===== src/rtl/stream_gearbox.sv =====
// rtl/stream_gearbox.sv - LSB-first streaming width converter with flush-driven zero-padded drain
// Packs IN_NBITS words into a right-aligned bit buffer and emits OUT_NBITS words under val/rdy.
module stream_gearbox #(
  parameter int IN_NBITS  = 3,
  parameter int OUT_NBITS = 4,
  parameter int BUF_NBITS = IN_NBITS + OUT_NBITS,
  localparam int CNT_W    = $clog2(BUF_NBITS + 1)
) (
  input  logic                 clk,
  input  logic                 reset,
  input  logic                 in_val,
  output logic                 in_rdy,
  input  logic [IN_NBITS-1:0]  in_msg,
  output logic                 out_val,
  input  logic                 out_rdy,
  output logic [OUT_NBITS-1:0] out_msg,
  input  logic                 flush,
  output logic [CNT_W-1:0]     count
);

  typedef logic [CNT_W:0] ext_t;

  localparam ext_t              OUT_E = ext_t'(OUT_NBITS);
  localparam ext_t              IN_E  = ext_t'(IN_NBITS);
  localparam ext_t              BUF_E = ext_t'(BUF_NBITS);
  localparam logic [CNT_W-1:0]  OUT_C = CNT_W'(OUT_NBITS);
  localparam logic [CNT_W-1:0]  IN_C  = CNT_W'(IN_NBITS);

  logic [BUF_NBITS-1:0] data_q, data_d;
  logic [CNT_W-1:0]     count_q, count_d;
  logic                 flush_pend_q, flush_pend_d;

  logic [CNT_W-1:0]     deq_bits;
  logic [CNT_W-1:0]     base;
  logic                 deq;
  logic                 enq;
  ext_t                 cnt_e;
  ext_t                 fill_e;
  logic [BUF_NBITS-1:0] shifted;
  logic [BUF_NBITS-1:0] in_ext;

  always_comb begin
    cnt_e   = ext_t'(count_q);
    out_val = (cnt_e >= OUT_E) | (flush_pend_q & (count_q != '0));
    for (int i = 0; i < OUT_NBITS; i++) begin
      out_msg[i] = data_q[i] & (ext_t'(i) < cnt_e);
    end

    deq_bits = (cnt_e < OUT_E) ? count_q : OUT_C;
    deq      = out_val & out_rdy;
    base     = deq ? (count_q - deq_bits) : count_q;

    // Space check sees this cycle's dequeue, so a full buffer can still take a word.
    fill_e = ext_t'(base) + IN_E;
    in_rdy = ~flush_pend_q & (fill_e <= BUF_E);
    enq    = in_val & in_rdy;

    // Bits at or above count are always zero, so OR-ing the new word in is enough.
    shifted = deq ? (data_q >> deq_bits) : data_q;
    in_ext  = {{(BUF_NBITS - IN_NBITS){1'b0}}, in_msg};
    data_d  = enq ? (shifted | (in_ext << base)) : shifted;
    count_d = enq ? (base + IN_C) : base;

    flush_pend_d = (flush_pend_q | flush) & (count_d != '0);
  end

  always_ff @(posedge clk or negedge reset) begin
    if (!reset) begin
      data_q       <= '0;
      count_q      <= '0;
      flush_pend_q <= 1'b0;
    end else begin
      data_q       <= data_d;
      count_q      <= count_d;
      flush_pend_q <= flush_pend_d;
    end
  end

  assign count = count_q;

endmodule


===== config.mk =====
export PLATFORM = sky130hd
export DESIGN_NAME = stream_gearbox
export DESIGN_NICKNAME = d
export VERILOG_FILES = /design/src/rtl/stream_gearbox.sv
export SDC_FILE = /design/constraint.sdc
export NUM_CORES = 1
export LEC_CHECK = 0
export BUFFER_PORTS_ARGS = -buffer_cell sky130_fd_sc_hd__buf_2
export CAP_MARGIN = 30
export CORE_MARGIN = 2
export CORE_UTILIZATION = 45
export CTS_BUF_LIST = sky130_fd_sc_hd__clkbuf_4 sky130_fd_sc_hd__clkbuf_8
export DETAILED_ROUTE_END_ITERATION = 12
export GPL_ROUTABILITY_DRIVEN = 0
export GPL_TIMING_DRIVEN = 0
export PLACE_DENSITY = 0.73
export SLEW_MARGIN = 20
export SYNTH_ARGS = -nofsm -noshare
export SYNTH_HDL_FRONTEND = slang
export SYNTH_SLANG_ARGS = --single-unit

===== constraint.sdc =====
create_clock -name clk -period 3.6 [get_ports clk]
set_input_delay 0.54 -clock clk [delete_from_list [all_inputs] [get_ports clk]]
set_output_delay 0.54 -clock clk [all_outputs]
set_load 0.02 [all_outputs]

==> After elaboration in Yosys (flattened, before gate mapping) <==
Index checks and enable logic that the tools add are counted.
{ "totals": {"regBits": 11, "input_bits": 8} }
{ "op_classes": {"n_addsub": 3, "order_cmp": 7, "shift": 2, "muxes": 5, "bitwise": 13, "n_reduce_logical": 2} }
{ "op_table": {"columns": ["cell", "n"], "rows": [
  ["$mux W7", 2],
  ["$and A1 B1 Y1", 9],
  ["$mux W3", 3],
  ["$or A7 B7 Y7", 1],
  ["$shl A3 B3 Y7", 1],
  ["$shr A7 B3 Y7", 1],
  ["$lt A1 B3 Y1 const A", 2],
  ["$lt A2 B3 Y1 const A", 2],
  ["$reduce_bool A3 Y1", 2],
  ["$add A3 B2 Y4 const B", 1],
  ["$le A4 B3 Y1 const B", 1],
  ["$add A3 B2 Y3 const B", 1],
  ["$ge A3 B3 Y1 const B", 1],
  ["$lt A3 B3 Y1 const B", 1],
  ["$sub A3 B3 Y3", 1],
  ["$or A1 B1 Y1", 2],
  ["$not A1 Y1", 1]
]} }

==> Longest topological paths before layout <==
Gate-level depths: netlist of the first run.
{ "depth": {"ltp_word": 12, "depth_mapped": 12, "depth_no_buf": 9} }

==> Least setup slack after synthesis of the first run <==
OpenSTA, ideal clock, no wires.
{ "synth_path": {"path_type": "register to register", "startpoint": "reg count_q[2], in the netlist count[2]", "endpoint": "reg flush_pend_q", "setup_ns": 0.126, "arrival_time_ns": 2.588, "path_slack_ns": 0.886, "path_stages_with_launch": 13, "path_cell_list": "dfrtp_1 -> buf_6 -> buf_2 -> buf_1 -> nand2_1 -> ha_1 -> nor2b_1 -> a211oi_4 -> inv_2 -> ha_1 -> nand4_1 -> o21a_1 -> o32a_1"} }
{ "synth_between": {"elab_chain_len": 12, "elab_cells_between_ends": 17, "cone_classes": "3 x add/sub; 3 x order compare; 3 x mux; 6 x bitwise; 2 x reduce/logical"} }
{ "synth_rtl": {"columns": ["item", "line_no", "text"], "rows": [
  ["start, declared", "30", "logic [CNT_W-1:0] count_q, count_d;"],
  ["start signal, assigned", "74", "count_q <= count_d;"],
  ["branches (longest 4 deep; another with $lt A3 B3 Y1)", null, null],
  ["$mux W3 (*)", "51", "base = deq ? (count_q - deq_bits) : count_q;"],
  ["$add A3 B2 Y4", "54", "fill_e = ext_t'(base) + IN_E;"],
  ["$le A4 B3 Y1", "55", "in_rdy = ~flush_pend_q & (fill_e <= BUF_E);"],
  ["$and A1 B1 Y1", "55", null],
  ["$and A1 B1 Y1", "56", "enq = in_val & in_rdy;"],
  ["$mux W3 (*)", "62", "count_d = enq ? (base + IN_C) : base;"],
  ["$reduce_bool A3 Y1 (*)", "64", "flush_pend_d = (flush_pend_q | flush) & (count_d != '0);"],
  ["$and A1 B1 Y1 (*)", "64", null],
  ["named net flush_pend_d", "31", "logic flush_pend_q, flush_pend_d;"],
  ["end signal, assigned", "75", "flush_pend_q <= flush_pend_d;"],
  ["end, declared", "31", null]
]} }
Mark *: on every way through the listed nets, which the timed path passes.

==> Final worst setup path of the first run <==
{ "layout_path": {"startpoint": "reg count_q[2], in the netlist count[2]", "endpoint": "out in_rdy"} }
{ "layout_between": {"elab_chain_len": 8, "elab_cells_between_ends": 12, "cone_classes": "2 x add/sub; 3 x order compare; 2 x mux; 4 x bitwise; 1 x reduce/logical"} }
{ "layout_rtl": {"columns": ["item", "line_no", "text"], "rows": [
  ["branches (longest 4 deep; another with $lt A3 B3 Y1)", null, null],
  ["$mux W3 (*)", "51", null],
  ["$add A3 B2 Y4 (*)", "54", null],
  ["$le A4 B3 Y1 (*)", "55", null],
  ["$and A1 B1 Y1 (*)", "55", null],
  ["end, declared", "12", "output logic in_rdy,"]
]} }
Mark *: on every way between the ends.

==> results.sh, run 1 <==
export IMPL_post_cts_setup_buffers=0
export IMPL_period_share_pct=84.9
export IMPL_hold_viol=0
export IMPL_dp_cells=161
export IMPL_cts_resized=0
export IMPL_finalSetupTns_ns=0
export IMPL_yosys_most_used_dff="dfrtp_1"
export IMPL_grtUsageTotal_pct=22.8
export IMPL_drv_cap=0
export IMPL_slew_limit_headroom_pct=64.4
export IMPL_vias=1038
export IMPL_io_pin_count=17
export IMPL_tightest_slew_ns=0.531
export IMPL_multiInputGateArea_um2=716
export IMPL_critPathKind="reg2out"
export IMPL_synthArstFlopShare_pct=100
export IMPL_hold_class="in2async"
export IMPL_final_nets=148
export IMPL_drt_iter0_markers=60
export IMPL_netlist_instances=117
export IMPL_cts_buffers_inserted=3
export IMPL_grt_max_degree=12
export IMPL_grt_pass1_wl_um=4540
export IMPL_core_area_mm2=0.00223
export IMPL_via_per_inst=6.29
export IMPL_htreeDepth=1
export IMPL_cp_top_family="buffers and inverters"
export IMPL_totalWireLength_um=2630
export IMPL_ant_nets=0
export IMPL_clock_sinks=11
export IMPL_clock_latency_ns=0.27
export IMPL_crit_arrival_ns=2.52
export IMPL_slowest_delay_ns=0.39
export IMPL_powerDensity_mw_per_mm2=954
export IMPL_worstPathRequired_ns=3.06
export IMPL_clk_pin_slew_ns=0.07
export IMPL_gr_total_overflow=0
export IMPL_grt_antenna_before_repair=0
export IMPL_rsz0062_at_grt="false"
export IMPL_syn_nets=127
export IMPL_area_delta_synth_final_pct=13.4
export IMPL_fill_cells=216
export IMPL_synth_edf_count=0
export IMPL_setup_violations=0
export IMPL_dp_hpwl_um=2070
export IMPL_grt_pass1_vias=907
export IMPL_final_core_util_pct=54.0
export IMPL_register_area_um2=275
export IMPL_synth_area_per_cell_um2=9.09
export IMPL_layout_common_cells="buf_2 (20), dfrtp_1 (11), a21oi_1 (10)"
export IMPL_cts_buffer_depth=2
export IMPL_drcViolationCount=0
export IMPL_insertedDiodeCount=0
export IMPL_end_kind="output port"
export IMPL_crit_path_top_delay_cell="dfrtp_1"
export IMPL_port_buffers=16
export IMPL_fmax_mhz=327
export IMPL_die_area_mm2=0.00277
export IMPL_dr_pass1_iters=4
export IMPL_min_period_ns=3.06
export IMPL_path_buf_inv=4
export IMPL_cts_root_buf="clkbuf_4"
export IMPL_final_common_cell="buf_2"
export IMPL_initial_core_util_pct=47.6
export IMPL_peakVddDrop_uv=429
export IMPL_die_h_um=52.6
export IMPL_hold_buffers=0
export IMPL_drive_gt1_share_pct=28.5
export IMPL_fin_cells=165
export IMPL_clock_skew_ns=0.000436
export IMPL_setup_slack_ns=0.542
export IMPL_path_cells="buf_6, buf_2, buf_1, nand2_1, ha_1, nand3b_1, a21oi_1, nor2_1, a21oi_1, buf_2"
export IMPL_seq_area_frac_synth_pct=25.9
export IMPL_cts_tree="yes"
export IMPL_yosysUniqueCellTypes=48
export IMPL_rows=17
export IMPL_die_w_um=52.6
export IMPL_synth_cell_area_mm2=0.00106
export IMPL_synth_warnings=0
export IMPL_worstPathMaxFanout=10
export IMPL_worstSetupStartpointType="register"
export IMPL_post_place_ws_ns=0.669
export IMPL_status="completed"
export IMPL_synth_seq_cells=11
export IMPL_avgRoutedWirePerCell_um=15.9
export IMPL_slew_violations=0
export IMPL_power_leakage_uw=0.000510
-- cell usage after synthesis (all sizes together), types with 2 or more instances --
cell | instances | share of area (%)
or2 | 4 | 2.6
o311ai | 2 | 1.6
o21ai | 5 | 2.4
nand4 | 5 | 2.9
buf | 10 | 5.8
nand3 | 2 | 0.94
o2111ai | 2 | 1.6
dfrtp | 11 | 26
nor2b | 3 | 1.8
inv | 3 | 1.1
nand2b | 3 | 1.8
mux4 | 2 | 4.2
a221oi | 2 | 2.2
a211oi | 7 | 6.6
nor2 | 5 | 1.8
a211o | 2 | 1.6
ha | 2 | 2.4
o21a | 5 | 3.5
o211ai | 2 | 1.4
nand2 | 5 | 1.8
mux2i | 6 | 6.0
mux2 | 2 | 2.1
a21oi | 10 | 4.7
nand4bb | 2 | 2.1
nand3b | 3 | 2.1
-- area by class of cell --
type,count,share of cell area [%]
Buffer,10,5.08
Clock buffer,3,1.87
Clock inverter,1,0.415
Inverter,3,0.934
Multi-Input combinational cell,93,59.3
Sequential cell,11,22.8
Tap cell,28,2.90
Timing Repair Buffer,16,6.64
-- report_power, final --
part           total (uW)  internal [uW]  leakage, uW  switching [uW]
Sequential            242            180     0.000137            61.8
Combinational         826            343     0.000355             483
Clock                83.3           41.2    0.0000177            42.0
-- final timing paths --
kind	start	to	slack, ns	cells after the start
max in group asynchronous	reset	flush_pend_q	3.28	1
worst max register to register	count[2]	flush_pend_q	0.61	12
min in group clk	data_q[0]	data_q[0]	0.51	2
worst min-delay path	reset	data_q[1]	0.12	1
worst min register to register	data_q[0]	data_q[0]	0.51	2
worst max-delay path	count[2]	in_rdy	0.54	10
-- per-stage QoR --
| stage | instance area [um^2] | hold slack [ns] | power [uW] |
|---|---|---|---|
| 2_1_floorplan | 1060 | 0.244 | 864 |
| 3_3_place_gp | 1180 | 0.415 | 1030 |
| 3_5_place_dp | 1180 | 0.415 | 1060 |
| 4_1_cts | 1210 | 0.112 | 1150 |
| 5_1_grt | 1210 | 0.123 | 1250 |
| 6_report | 1210 | 0.122 | 1150 |
-- kinds of logic after synthesis --
kind of cell               synth area share (%)
adders and majority gates                  2.35
other                                     0.353
buffers and inverters                      6.82
muxes                                      12.4
DFF                                        25.9
AOI/OAI and AO/OA                          32.4
and+or+nand+nor                            19.9
-- metal layers --
metal  vias up  GRT usage (%)  wire [um]
met1       504           33.3       1220
met3         2           2.57        101
met5         -              0          0
met4         0           10.3         17
met2        32           33.3       1290
li1        500              -          -
-- state kept, by name (all words and copies together), names as in the netlist --
| name | count |
|---|---|
| count | 3 |
| flush_pend_q | 1 |
| data_q | 7 |
No activity file was read; power rests on OpenSTA's default activity.
==> run 2, diff against run 1 <==
PLACE_DENSITY = 0.75   (was 0.73)
clock period = 2.8 ns   (was 3.6 ns; I/O delays follow)
==> run 2 against run 1 <==
Die area is the same. Largest cell class unchanged. Final cell count increased by 3.0%. Global-route usage down 0.62 points. Core utilization up 3.0 points. Largest power group unchanged. Clock power is 39% higher. Cell area rose by 5.5%.
==> results.sh, run 2 (same netlist as run 1, synthesis figures left out) <==
export IMPL_status="completed"
export IMPL_min_period_ns=2.76
export IMPL_clock_latency_ns=0.27
export IMPL_die_h_um=52.6
export IMPL_dpl_cell_area_mm2=0.00118
export IMPL_insertedDiodeCount=0
export IMPL_rows=17
export IMPL_fmax_mhz=362
export IMPL_hold_class="in2async"
export IMPL_clock_skew_ns=0.00212
export IMPL_cts_tree="yes"
export IMPL_grt_pass1_vias=1001
export IMPL_area_delta_synth_final_pct=19.6
export IMPL_via_per_inst=6.56
export IMPL_avgRoutedWirePerCell_um=17.3
export IMPL_slew_violations=0
export IMPL_hold_viol=0
export IMPL_clock_sinks=11
export IMPL_gr_total_overflow=0
export IMPL_fin_area_mm2=0.00127
export IMPL_worstPathRequired_ns=2.38
export IMPL_dr_pass1_iters=4
export IMPL_setup_violations=0
export IMPL_cts_root_buf="clkbuf_4"
export IMPL_crit_arrival_ns=2.34
export IMPL_dp_hpwl_um=2080
export IMPL_worstSetupStartpointType="register"
export IMPL_powerDensity_mw_per_mm2=1250
export IMPL_final_nets=153
export IMPL_io_pin_count=17
export IMPL_final_core_util_pct=57.0
export IMPL_largest_reg_flops=7
export IMPL_ant_nets=0
export IMPL_slew_limit_headroom_pct=64.1
export IMPL_fin_cells=170
export IMPL_die_w_um=52.6
export IMPL_regMostFlops="data_q"
export IMPL_crit_start="count[2]"
export IMPL_worstPathMaxFanout=10
export IMPL_grt_max_degree=12
export IMPL_peakVddDrop_uv=767
export IMPL_drt_iter0_markers=47
export IMPL_drv_cap=0
export IMPL_cts_buffer_depth=2
export IMPL_end_kind="output port"
export IMPL_vias=1116
export IMPL_core_area_mm2=0.00223
export IMPL_hold_buffers=0
export IMPL_grtUsageTotal_pct=22.2
export IMPL_power_uw=1590
export IMPL_power_leakage_uw=0.000542
export IMPL_layout_common_cells="buf_2 (17), buf_4 (11), dfrtp_1 (11)"
export IMPL_dp_cells=161
export IMPL_totalWireLength_um=2940
export IMPL_grt_pass1_wl_um=4550
export IMPL_period_share_pct=98.6
export IMPL_drive_gt1_share_pct=33.1
export IMPL_final_common_cell="buf_2"
export IMPL_cts_buffers_inserted=3
export IMPL_grt_antenna_before_repair=0
export IMPL_tightest_slew_ns=0.536
export IMPL_critPathKind="reg2out"
export IMPL_port_buffers=16
export IMPL_clk_pin_slew_ns=0.07
export IMPL_initial_core_util_pct=47.6
export IMPL_r2r_start="count[2]"
export IMPL_finalSetupTns_ns=0
export IMPL_htreeDepth=1
export IMPL_drcViolationCount=0
export IMPL_die_area_mm2=0.00277
==> run 2: what timing repair did <==
item                                    in CTS  in global routing
pin swaps                                    0                  3
cloned                                       0                  0
endpoints found under the setup margin       3                  3
setup buffers                                0                  5
gates resized for setup                      2                  8
==> run 2: power breakdown <==
part	switching [uW]	total [uW]	leakage, uW	internal, uW
Clock	51.6	116	0.0000184	64.9
Combinational	654	1160	0.000386	505
Sequential	85.5	317	0.000137	231
Total	791	1590	0.000542	802
==> run 2: per-layer routing <==
metal | wire length, um | track usage [%] | share of wire, %
met1 | 1160 | 28.6 | 40
met2 | 1440 | 36.3 | 49
met3 | 242 | 2.29 | 8.2
met4 | 98 | 11.5 | 3.3
met5 | 0 | 0 | 0
==> run 2: layout make-up <==
type	instances	area, um^2
Inverter	3	11.3
Sequential cell	11	275
Clock buffer	4	30.0
Tap cell	28	35.0
Multi-Input combinational cell	93	731
Fill cell	194	961
Timing Repair Buffer	21	120
Buffer	10	70.1
==> run 2: critical path: stages, from the launching register on <==
cell and delay [ns]:
dfrtp_1 0.40, buf_6 0.15, buf_4 0.17, buf_4 0.17
nand2_1 0.06, ha_1 0.24, nand3b_1 0.21, a21oi_2 0.27
nor2_1 0.09, a21oi_1 0.15, buf_4 0.15
==> run 2: path summary, 6_finish.rpt <==
kind                                 to  slack (ns)  cells past startpoint
max in group asynchronous     data_q[5]        2.60                      1
min in group clk              data_q[5]        0.45                      3
hold / removal                data_q[4]       0.006                      1
setup reg to reg           flush_pend_q        0.10                     12
setup / recovery                 in_rdy        0.04                     10
hold reg to reg               data_q[0]        0.52                      2
==> run 2: through the flow <==
step	worst slack, ns	hold slack, ns
after floorplan	0.0858	0.124
after global placement	-0.0537	0.294
after detailed placement	-0.0680	0.297
after CTS	0.00226	0.0143
after global routing	-0.117	0.0143
final	0.0395	0.00583
